[src/rtl/tetris_video_pkg.sv]
// Shared timing, board geometry, colour types and palette
// for the Tetris frame renderer.
package tetris_video_pkg;

    localparam int VGA_H_VIS   = 640;
    localparam int VGA_H_FP    = 16;
    localparam int VGA_H_SYNC  = 96;
    localparam int VGA_H_BP    = 48;
    localparam int VGA_V_VIS   = 480;
    localparam int VGA_V_FP    = 10;
    localparam int VGA_V_SYNC  = 2;
    localparam int VGA_V_BP    = 33;
    localparam int VGA_H_TOTAL =
        VGA_H_VIS + VGA_H_FP + VGA_H_SYNC + VGA_H_BP;
    localparam int VGA_V_TOTAL =
        VGA_V_VIS + VGA_V_FP + VGA_V_SYNC + VGA_V_BP;
    localparam bit VGA_SYNC_POL = 1'b0;

    localparam int BOARD_COLS    = 10;
    localparam int BOARD_ROWS    = 20;
    localparam int BRD_CELL_PX   = 16;
    localparam int BRD_X0        = 240;
    localparam int BRD_Y0        = 80;
    localparam int BRD_BORDER_PX = 4;

    localparam int CNT_W = 10;

    typedef logic [CNT_W-1:0] hcnt_t;
    typedef logic [CNT_W-1:0] vcnt_t;
    typedef logic [2:0]       color_t;
    typedef logic [23:0]      rgb_t;

    typedef enum logic [1:0] {
        REG_BG,
        REG_BORDER,
        REG_BOARD
    } region_t;

    typedef struct packed {
        logic de;
        logic hs;
        logic vs;
    } sync_t;

    typedef struct packed {
        sync_t   sy;
        region_t region;
        color_t  color;
    } s1_t;

    localparam rgb_t BORDER_RGB = 24'h808080;
    localparam rgb_t BG_RGB     = 24'h101010;

    function automatic rgb_t palette(input color_t c);
        rgb_t rgb;
        unique case (c)
            3'd0: rgb = 24'h000000;
            3'd1: rgb = 24'h00FFFF;
            3'd2: rgb = 24'hFFFF00;
            3'd3: rgb = 24'h800080;
            3'd4: rgb = 24'h00FF00;
            3'd5: rgb = 24'hFF0000;
            3'd6: rgb = 24'h0000FF;
            3'd7: rgb = 24'hFF8000;
        endcase
        return rgb;
    endfunction

endpackage

[src/rtl/tetris_frame_renderer_if.sv]
// Cell-store write port between game logic (master)
// and the frame renderer (slave).
interface tetris_frame_renderer_if;
    import tetris_video_pkg::*;

    logic       cell_we;
    logic [3:0] cell_x;
    logic [4:0] cell_y;
    color_t     cell_color;

    modport master (
        output cell_we,
        output cell_x,
        output cell_y,
        output cell_color
    );

    modport slave (
        input cell_we,
        input cell_x,
        input cell_y,
        input cell_color
    );

endinterface

[src/rtl/video_timing_counter.sv]
// Raster counters with raw de/hsync/vsync and a registered
// one-cycle frame_tick at the start of vertical blank.
module video_timing_counter
    import tetris_video_pkg::*;
#(
    parameter int H_VIS    = VGA_H_VIS,
    parameter int H_FP     = VGA_H_FP,
    parameter int H_SYNC   = VGA_H_SYNC,
    parameter int H_BP     = VGA_H_BP,
    parameter int V_VIS    = VGA_V_VIS,
    parameter int V_FP     = VGA_V_FP,
    parameter int V_SYNC   = VGA_V_SYNC,
    parameter int V_BP     = VGA_V_BP,
    parameter bit SYNC_POL = VGA_SYNC_POL
) (
    input  logic  pixclk,
    input  logic  rst_n,
    output hcnt_t hcnt,
    output vcnt_t vcnt,
    output sync_t raw,
    output logic  frame_tick
);

    localparam int H_TOT  = H_VIS + H_FP + H_SYNC + H_BP;
    localparam int V_TOT  = V_VIS + V_FP + V_SYNC + V_BP;
    localparam int HS_BEG = H_VIS + H_FP;
    localparam int HS_END = HS_BEG + H_SYNC;
    localparam int VS_BEG = V_VIS + V_FP;
    localparam int VS_END = VS_BEG + V_SYNC;

    logic h_last;
    logic v_last;
    logic hs_act;
    logic vs_act;
    logic tick_hit;

    always_comb begin
        h_last   = hcnt == hcnt_t'(H_TOT - 1);
        v_last   = vcnt == vcnt_t'(V_TOT - 1);
        hs_act   = (hcnt >= hcnt_t'(HS_BEG))
                && (hcnt <  hcnt_t'(HS_END));
        vs_act   = (vcnt >= vcnt_t'(VS_BEG))
                && (vcnt <  vcnt_t'(VS_END));
        tick_hit = (hcnt == '0)
                && (vcnt == vcnt_t'(V_VIS));
        raw.de   = (hcnt < hcnt_t'(H_VIS))
                && (vcnt < vcnt_t'(V_VIS));
        raw.hs   = hs_act ? SYNC_POL : ~SYNC_POL;
        raw.vs   = vs_act ? SYNC_POL : ~SYNC_POL;
    end

    always_ff @(posedge pixclk or negedge rst_n) begin
        if (!rst_n) begin
            hcnt       <= '0;
            vcnt       <= '0;
            frame_tick <= 1'b0;
        end else begin
            frame_tick <= tick_hit;
            if (h_last) begin
                hcnt <= '0;
                vcnt <= v_last ? '0 : vcnt + 1'b1;
            end else begin
                hcnt <= hcnt + 1'b1;
            end
        end
    end

endmodule

[src/rtl/tetris_frame_renderer.sv]
// 640x480 raster with a 10x20 Tetris board, 2-cycle pixel pipeline.
// Define TETRIS_BOARD_DBUF_EN for a tear-free shadow/display cell store.
module tetris_frame_renderer
    import tetris_video_pkg::*;
#(
    parameter int H_VIS     = VGA_H_VIS,
    parameter int H_FP      = VGA_H_FP,
    parameter int H_SYNC    = VGA_H_SYNC,
    parameter int H_BP      = VGA_H_BP,
    parameter int V_VIS     = VGA_V_VIS,
    parameter int V_FP      = VGA_V_FP,
    parameter int V_SYNC    = VGA_V_SYNC,
    parameter int V_BP      = VGA_V_BP,
    parameter int CELL_PX   = BRD_CELL_PX,
    parameter int BOARD_X0  = BRD_X0,
    parameter int BOARD_Y0  = BRD_Y0,
    parameter int BORDER_PX = BRD_BORDER_PX,
    parameter bit SYNC_POL  = VGA_SYNC_POL
) (
    input  logic       pixclk,
    input  logic       rst_n,
    tetris_frame_renderer_if.slave cell_if,
    output logic [7:0] R_data,
    output logic [7:0] G_data,
    output logic [7:0] B_data,
    output logic       vde,
    output logic       hsync,
    output logic       vsync,
    output logic       frame_tick
);

    localparam int CELL_SH = $clog2(CELL_PX);
    localparam int BX1 = BOARD_X0 + BOARD_COLS * CELL_PX;
    localparam int BY1 = BOARD_Y0 + BOARD_ROWS * CELL_PX;
    localparam int FX0 = BOARD_X0 - BORDER_PX;
    localparam int FY0 = BOARD_Y0 - BORDER_PX;
    localparam int FX1 = BX1 + BORDER_PX;
    localparam int FY1 = BY1 + BORDER_PX;

    localparam sync_t SYNC_IDLE = '{
        de: 1'b0,
        hs: ~SYNC_POL,
        vs: ~SYNC_POL
    };

    hcnt_t hcnt;
    vcnt_t vcnt;
    sync_t raw;

    video_timing_counter #(
        .H_VIS    (H_VIS),
        .H_FP     (H_FP),
        .H_SYNC   (H_SYNC),
        .H_BP     (H_BP),
        .V_VIS    (V_VIS),
        .V_FP     (V_FP),
        .V_SYNC   (V_SYNC),
        .V_BP     (V_BP),
        .SYNC_POL (SYNC_POL)
    ) u_timing (
        .pixclk     (pixclk),
        .rst_n      (rst_n),
        .hcnt       (hcnt),
        .vcnt       (vcnt),
        .raw        (raw),
        .frame_tick (frame_tick)
    );

    color_t disp_q [BOARD_ROWS][BOARD_COLS];
    logic   wr_ok;

    assign wr_ok = cell_if.cell_we
                && (cell_if.cell_x < 4'(BOARD_COLS))
                && (cell_if.cell_y < 5'(BOARD_ROWS));

`ifdef TETRIS_BOARD_DBUF_EN
    color_t shadow_q [BOARD_ROWS][BOARD_COLS];

    always_ff @(posedge pixclk or negedge rst_n) begin
        if (!rst_n) begin
            for (int r = 0; r < BOARD_ROWS; r++)
                for (int c = 0; c < BOARD_COLS; c++)
                    shadow_q[r][c] <= '0;
        end else if (wr_ok) begin
            shadow_q[cell_if.cell_y][cell_if.cell_x]
                <= cell_if.cell_color;
        end
    end

    // Copy takes the pre-edge shadow, so a write on this
    // same edge waits for the next frame.
    always_ff @(posedge pixclk or negedge rst_n) begin
        if (!rst_n) begin
            for (int r = 0; r < BOARD_ROWS; r++)
                for (int c = 0; c < BOARD_COLS; c++)
                    disp_q[r][c] <= '0;
        end else if (frame_tick) begin
            for (int r = 0; r < BOARD_ROWS; r++)
                for (int c = 0; c < BOARD_COLS; c++)
                    disp_q[r][c] <= shadow_q[r][c];
        end
    end
`else
    always_ff @(posedge pixclk or negedge rst_n) begin
        if (!rst_n) begin
            for (int r = 0; r < BOARD_ROWS; r++)
                for (int c = 0; c < BOARD_COLS; c++)
                    disp_q[r][c] <= '0;
        end else if (wr_ok) begin
            disp_q[cell_if.cell_y][cell_if.cell_x]
                <= cell_if.cell_color;
        end
    end
`endif

    hcnt_t      hoff;
    vcnt_t      voff;
    logic [3:0] col;
    logic [4:0] row;
    logic       in_board;
    logic       in_frame;
    logic       in_border;
    region_t    region;
    color_t     rd_color;

    always_comb begin
        hoff      = hcnt - hcnt_t'(BOARD_X0);
        voff      = vcnt - vcnt_t'(BOARD_Y0);
        col       = 4'(hoff >> CELL_SH);
        row       = 5'(voff >> CELL_SH);
        in_board  = (hcnt >= hcnt_t'(BOARD_X0))
                 && (hcnt <  hcnt_t'(BX1))
                 && (vcnt >= vcnt_t'(BOARD_Y0))
                 && (vcnt <  vcnt_t'(BY1));
        in_frame  = (hcnt >= hcnt_t'(FX0))
                 && (hcnt <  hcnt_t'(FX1))
                 && (vcnt >= vcnt_t'(FY0))
                 && (vcnt <  vcnt_t'(FY1));
        in_border = in_frame && !in_board;
        region    = REG_BG;
        rd_color  = '0;
        unique case (1'b1)
            in_board: begin
                region   = REG_BOARD;
                rd_color = disp_q[row][col];
            end
            in_border: region = REG_BORDER;
            default:   region = REG_BG;
        endcase
    end

    s1_t   s1_q;
    sync_t s2_q;
    rgb_t  rgb_q;

    always_ff @(posedge pixclk or negedge rst_n) begin
        if (!rst_n) begin
            s1_q.sy     <= SYNC_IDLE;
            s1_q.region <= REG_BG;
            s1_q.color  <= '0;
            s2_q        <= SYNC_IDLE;
            rgb_q       <= '0;
        end else begin
            s1_q.sy     <= raw;
            s1_q.region <= region;
            s1_q.color  <= rd_color;
            s2_q        <= s1_q.sy;
            if (!s1_q.sy.de) begin
                rgb_q <= '0;
            end else begin
                unique case (s1_q.region)
                    REG_BOARD:  rgb_q <= palette(s1_q.color);
                    REG_BORDER: rgb_q <= BORDER_RGB;
                    default:    rgb_q <= BG_RGB;
                endcase
            end
        end
    end

    assign {R_data, G_data, B_data} = rgb_q;
    assign vde   = s2_q.de;
    assign hsync = s2_q.hs;
    assign vsync = s2_q.vs;

endmodule
[src/flat_wrapper.sv]
// flat-port wrapper written by rule: the top's interface ports become plain ports
module tetris_frame_renderer_flat import tetris_video_pkg::*;
#(
    parameter int H_VIS     = VGA_H_VIS,
    parameter int H_FP      = VGA_H_FP,
    parameter int H_SYNC    = VGA_H_SYNC,
    parameter int H_BP      = VGA_H_BP,
    parameter int V_VIS     = VGA_V_VIS,
    parameter int V_FP      = VGA_V_FP,
    parameter int V_SYNC    = VGA_V_SYNC,
    parameter int V_BP      = VGA_V_BP,
    parameter int CELL_PX   = BRD_CELL_PX,
    parameter int BOARD_X0  = BRD_X0,
    parameter int BOARD_Y0  = BRD_Y0,
    parameter int BORDER_PX = BRD_BORDER_PX,
    parameter bit SYNC_POL  = VGA_SYNC_POL
)
  (pixclk, rst_n, R_data, G_data, B_data, vde, hsync, vsync, frame_tick, cell_if_cell_we, cell_if_cell_x, cell_if_cell_y, cell_if_cell_color);
  tetris_frame_renderer_if cell_if_i ();
  input  logic pixclk;
  input  logic rst_n;
  output logic [7:0] R_data;
  output logic [7:0] G_data;
  output logic [7:0] B_data;
  output logic vde;
  output logic hsync;
  output logic vsync;
  output logic frame_tick;
  input wire logic [$bits(cell_if_i.cell_we)-1:0] cell_if_cell_we;
  input wire logic [$bits(cell_if_i.cell_x)-1:0] cell_if_cell_x;
  input wire logic [$bits(cell_if_i.cell_y)-1:0] cell_if_cell_y;
  input wire logic [$bits(cell_if_i.cell_color)-1:0] cell_if_cell_color;
  assign cell_if_i.cell_we = cell_if_cell_we;
  assign cell_if_i.cell_x = cell_if_cell_x;
  assign cell_if_i.cell_y = cell_if_cell_y;
  assign cell_if_i.cell_color = cell_if_cell_color;
  tetris_frame_renderer #(.H_VIS(H_VIS), .H_FP(H_FP), .H_SYNC(H_SYNC), .H_BP(H_BP), .V_VIS(V_VIS), .V_FP(V_FP), .V_SYNC(V_SYNC), .V_BP(V_BP), .CELL_PX(CELL_PX), .BOARD_X0(BOARD_X0), .BOARD_Y0(BOARD_Y0), .BORDER_PX(BORDER_PX), .SYNC_POL(SYNC_POL)) u_core (.pixclk(pixclk), .rst_n(rst_n), .cell_if(cell_if_i), .R_data(R_data), .G_data(G_data), .B_data(B_data), .vde(vde), .hsync(hsync), .vsync(vsync), .frame_tick(frame_tick));
endmodule
[config.mk]
export PLATFORM = sky130hd
export DESIGN_NAME = tetris_frame_renderer_flat
export DESIGN_NICKNAME = d
export VERILOG_FILES = /design/src/rtl/tetris_video_pkg.sv /design/src/rtl/tetris_frame_renderer_if.sv /design/src/rtl/video_timing_counter.sv /design/src/rtl/tetris_frame_renderer.sv /design/src/flat_wrapper.sv
export SDC_FILE = /design/constraint.sdc
export NUM_CORES = 1
export LEC_CHECK = 0
export ABC_AREA = 1
export BUFFER_PORTS_ARGS = -buffer_cell sky130_fd_sc_hd__buf_2
export CAP_MARGIN = 20
export CORE_MARGIN = 4
export CORE_UTILIZATION = 35
export DETAILED_ROUTE_END_ITERATION = 10
export SLEW_MARGIN = 20
export SYNTH_ARGS = -nofsm -noshare
export SYNTH_HDL_FRONTEND = slang
export SYNTH_SLANG_ARGS = --single-unit
[constraint.sdc]
create_clock -name pixclk -period 4.9 [get_ports pixclk]
set_input_delay 0.245 -clock pixclk [delete_from_list [all_inputs] [get_ports pixclk]]
set_output_delay 0.245 -clock pixclk [all_outputs]
set_load 0.02 [all_outputs]
==> impl_summary.log <==
[metrics] cell taking the most area after synthesis: sky130_fd_sc_hd__dfrtp_1
[metrics] top-level I/O count: 43
[metrics] number of instances on the worst hold path: 3
[metrics] start point of the worst min-delay path: cell_if_cell_color[0]
[metrics] area growth from synthesis to layout: 10.65%
[metrics] number of detailed-route iterations in the first pass: 6
[metrics] Final Cell Area: 33,550 um^2
[metrics] number of cells on the worst reg-to-reg path: 14
[metrics] slack of the worst reg-to-reg path: 1.38 ns
[metrics] kind of launch point of the worst setup path: register
[metrics] final wirelength: 90,910 um
[metrics] maximum clock rate: 0.2841 GHz
[metrics] count of clock tree sinks: 641
[metrics] Arrival @ worst endpoint: 4.07 ns
[metrics] number of core rows: 107
[metrics] power share of the combinational group: 3.2%
[metrics] total of hold buffers inserted after clock tree synthesis: 1
[metrics] share of synthesized flip-flops with an asynchronous set or reset: 100.0%
[metrics] clock tree skew after final layout: 0.02017 ns
[metrics] Port-buffer cells: 42
[metrics] initial antenna violation count: 2
[metrics] number of library cell types mapped by synthesis: 45
[metrics] CP Capture Type: register
[metrics] crit path buf inv count: 3
[metrics] routed wirelength normalized by instance count: 18.46 um
[metrics] startpoint of the lowest-slack register-to-register path: u_core.u_timing.vcnt[5]$_DFFE_PN0N_
[metrics] path class of the lowest-slack min-delay path: input port to register
[metrics] number of buffers on the longest clock path: 3
[metrics] DR DRC count: 0
[metrics] area of the mapped netlist: 30,320 um^2
[metrics] CP max FO: 94
[metrics] number of enable-type register cells in the synthesized netlist: 0
[metrics] pre-CTS worst setup slack: 1.514 ns
[metrics] Chip Height: 302.3 um
[metrics] GRT Residual Overflow: 0
[metrics] commonest non-fill, non-tap cells in the layout: 1,325 x sky130_fd_sc_hd__nand2_1, 753 x sky130_fd_sc_hd__o21ai_0, 636 x sky130_fd_sc_hd__dfrtp_1
[metrics] area share of the largest cell type after synthesis: 52.57%
[metrics] Hold Path End: u_core.disp_q[435]$_DFFE_PN0P_
[metrics] DRT antenna net count: 0
[metrics] number of maximum-capacitance constraint violations: 0
[metrics] clock transition at the register clock pins on the worst setup and hold paths after CTS: 0.06 ns
[metrics] Fin Hold WS: 0.2815 ns
[metrics] Inserted Diodes: 0
[metrics] Leak Pwr: 14.62 nW
[metrics] htree depth: 3
[metrics] Post-DP Area: 31,200 um^2
[metrics] time the final worst path needs with I/O delays and setup: 3.519 ns
[metrics] fill cell instance count of the final layout: 8,706
[metrics] Internal Power: 8.580 mW
[metrics] setup slack of the critical path after layout: 1.381 ns
[metrics] grt peak-use layer: met2
[metrics] type of the setup path with the least slack: register to register
[metrics] Worst Tran Pin Value: 1.098 ns
[metrics] endpoints failing hold: 0
[metrics] number of buffers inserted during clock tree synthesis: 72
[metrics] Initial Utilization: 35.44%
[metrics] DR vias: 25,790
[metrics] Final nets: 3,759
[metrics] required time of the critical path: 5.45 ns
[metrics] setup TNS: 0 ns
[metrics] vias per std cell: 5.235
[metrics] capture point of the worst reg-to-reg path: u_core.s1_q[2]$_DFF_PN0_
[metrics] RSZ-0062 raised after global routing: false
[metrics] synthesized net count: 3,820
[metrics] Finished Core Util: 39.22%
[metrics] TritonCTS clock tree: built
[metrics] crit-path leading delay family: buffers and inverters
[metrics] final setup violation count: 0
[metrics] result of the run: finished clean
[metrics] met3 demand-to-capacity share in global routing: 3.589%
[metrics] routability congestion estimate from global placement: 0.8223
[metrics] met2 global-route usage: 31.29%
[metrics] number of synthesis warnings: 0
[metrics] first-pass GRT wire length: 144,900 um
[metrics] number of synthesized register bits: 641
[metrics] initial drt markers: 2,772
[metrics] period utilisation layout: 71.82%
[metrics] most common cell after layout, fill and taps aside: sky130_fd_sc_hd__nand2_1
[metrics] Slew HR: 26.73%
[metrics] clock group share of total power: 48.4%
[metrics] layout cells sized above 1: 6.452%
[metrics] HPWL after detailed placement: 52,460 um
[metrics] Max stage delay on crit path: 0.51 ns
[metrics] switching share of power: 22.93%
[metrics] relative contribution of sequential cells to total power: 48.4%
[metrics] number of cells produced by synthesis: 3,785
[metrics] cell breakdown of the critical path: inv_1, ha_4, inv_6, buf_12, o21ai_0, o221ai_1, nand3_1, nand2_1, nand2_1, nand2_1, nand3_1, nor2_1, nor2_1, nor2_1
[metrics] full die area: 91,400 um^2
[metrics] chip width: 302.3 um
[metrics] via count of the first global-routing pass: 25,050
[metrics] met1 GRT Util: 28.53%
[metrics] clk_lat worst skew: 0.61 ns
[metrics] Main synth FF type: sky130_fd_sc_hd__dfrtp_1
[metrics] max-slew violations: 0
[metrics] Psw: 2.553 mW
[metrics] core region area: 85,550 um^2
[metrics] top cells by area in the synthesized netlist: sky130_fd_sc_hd__dfrtp_1 53%, sky130_fd_sc_hd__nand2_1 16%, sky130_fd_sc_hd__o21ai_0 12%, sky130_fd_sc_hd__nand3_1 3.8%, sky130_fd_sc_hd__nor2_1 3.5%
[metrics] overall global routing resource usage: 19.94%
[metrics] largest net degree at the start of global routing: 194
[metrics] maximum resistive drop on vdd: 0.0002678 V
[metrics] root cell of the clock tree: sky130_fd_sc_hd__clkbuf_16
[metrics] number of gates resized after cts: 0
[metrics] share of the yosys chip area belonging to registers: 52.92%
[metrics] total power density per cell area: 331.8 nW/um^2
[metrics] master of the slowest instance on the critical path: sky130_fd_sc_hd__inv_6
[metrics] Post-CTS Setup Inserts: 0
[metrics] mean cell area of the mapped netlist: 8.011 um^2
[area by class of cell]
| class | instances | area (um^2) | area share (%) |
|---|---|---|---|
| flip-flops and latches | 641 | 16050 | 47.84 |
| multi-input cells | 2824 | 12660 | 37.73 |
| clock buffers | 115 | 2177 | 6.489 |
| well taps | 1144 | 1431 | 4.266 |
| repair buffers | 95 | 708.2 | 2.111 |
| inverters | 90 | 367.9 | 1.096 |
| clock inverters | 17 | 158.9 | 0.4736 |
[worst max path at each step]
stage | from | to | cells after the start
final | u_core.u_timing.vcnt[5]$_DFFE_PN0N_ | u_core.s1_q[2]$_DFF_PN0_ | 14
after global routing | u_core.u_timing.vcnt[5]$_DFFE_PN0N_ | u_core.s1_q[2]$_DFF_PN0_ | 14
after CTS | u_core.u_timing.vcnt[4]$_DFFE_PN0N_ | u_core.s1_q[2]$_DFF_PN0_ | 14
after detailed placement | u_core.u_timing.vcnt[5]$_DFFE_PN0N_ | u_core.s1_q[2]$_DFF_PN0_ | 14
after global placement | u_core.u_timing.vcnt[4]$_DFFE_PN0N_ | u_core.s1_q[2]$_DFF_PN0_ | 14
after floorplan | u_core.u_timing.vcnt[4]$_DFFE_PN0N_ | u_core.s1_q[2]$_DFF_PN0_ | 19
[sequential cells by signal, indices dropped and copies added, names as in the netlist]
register,count
u_core.u_timing.vcnt,10
u_core.hsync,1
u_core.vsync,1
u_core.disp_q,600
u_core.vde,1
u_core.rgb_q,9
u_core.u_timing.hcnt,10
u_core.u_timing.frame_tick,1
u_core.s1_q,8
[metrics by stage]
stage                     total power [mW]  instances
after floorplan                      5.620       3785
after global placement               5.842       4793
after detailed placement             5.846       4793
after CTS                            11.23       4926
after global routing                 11.50       4926
final                                11.13       4926
[worst min-delay path, delay by kind of cell]
family / cells / cell delay, ns
buffers and inverters: 2 / 0.30
AOI/OAI and AO/OA: 1 / 0.26
[per-layer routing]
layer | share of wire, % | up-vias
li1 | - | 12400
met5 | 0.015 | -
met1 | 46 | 12410
met4 | 2.7 | 2
met3 | 7.1 | 153
met2 | 44 | 824
[cell families after synthesis]
group / synth area share [%]
AND/OR/NAND/NOR: 24.52
AO/OA/AOI/OAI: 16.09
XOR/XNOR: 0.1692
buffers and inverters: 5.476
adder cells (fa/ha/maj): 0.8253
flip-flops: 52.92
[power by group through the flow]
stage	Clock, mW	Combinational, mW	Sequential, mW
3_3_place_gp	0	0.358	5.48
4_1_cts	5.48	0.363	5.39
2_1_floorplan	0	0.144	5.48
6_report	5.39	0.354	5.39
5_1_grt	5.71	0.403	5.39
3_5_place_dp	0	0.362	5.48
[cell usage after synthesis (2+ instances only)]
| cell | n |
|---|---|
| sky130_fd_sc_hd__dfrtp_1 | 637 |
| sky130_fd_sc_hd__a31oi_1 | 9 |
| sky130_fd_sc_hd__o221ai_1 | 19 |
| sky130_fd_sc_hd__nor3_1 | 12 |
| sky130_fd_sc_hd__o211ai_1 | 19 |
| sky130_fd_sc_hd__xor2_1 | 3 |
| sky130_fd_sc_hd__nand2_1 | 1325 |
| sky130_fd_sc_hd__inv_2 | 3 |
| sky130_fd_sc_hd__nand3_1 | 232 |
| sky130_fd_sc_hd__buf_1 | 4 |
| sky130_fd_sc_hd__inv_1 | 85 |
| sky130_fd_sc_hd__nand4_1 | 6 |
| sky130_fd_sc_hd__clkbuf_1 | 76 |
| sky130_fd_sc_hd__ha_1 | 20 |
| sky130_fd_sc_hd__o21ai_0 | 753 |
| sky130_fd_sc_hd__o21ai_1 | 18 |
| sky130_fd_sc_hd__o21bai_1 | 3 |
| sky130_fd_sc_hd__or2_2 | 8 |
| sky130_fd_sc_hd__buf_6 | 21 |
| sky130_fd_sc_hd__dfstp_2 | 4 |
| sky130_fd_sc_hd__o22ai_1 | 32 |
| sky130_fd_sc_hd__nor4_1 | 3 |
| sky130_fd_sc_hd__a21oi_1 | 49 |
| sky130_fd_sc_hd__nand2_2 | 3 |
| sky130_fd_sc_hd__o32ai_1 | 2 |
| sky130_fd_sc_hd__o31ai_1 | 11 |
| sky130_fd_sc_hd__buf_4 | 54 |
| sky130_fd_sc_hd__buf_2 | 74 |
| sky130_fd_sc_hd__o211ai_2 | 2 |
| sky130_fd_sc_hd__nor2_1 | 279 |
| sky130_fd_sc_hd__inv_4 | 2 |
| sky130_fd_sc_hd__a41oi_1 | 2 |
| sky130_fd_sc_hd__nor3_2 | 3 |
(Power assumes the default switching activity.)
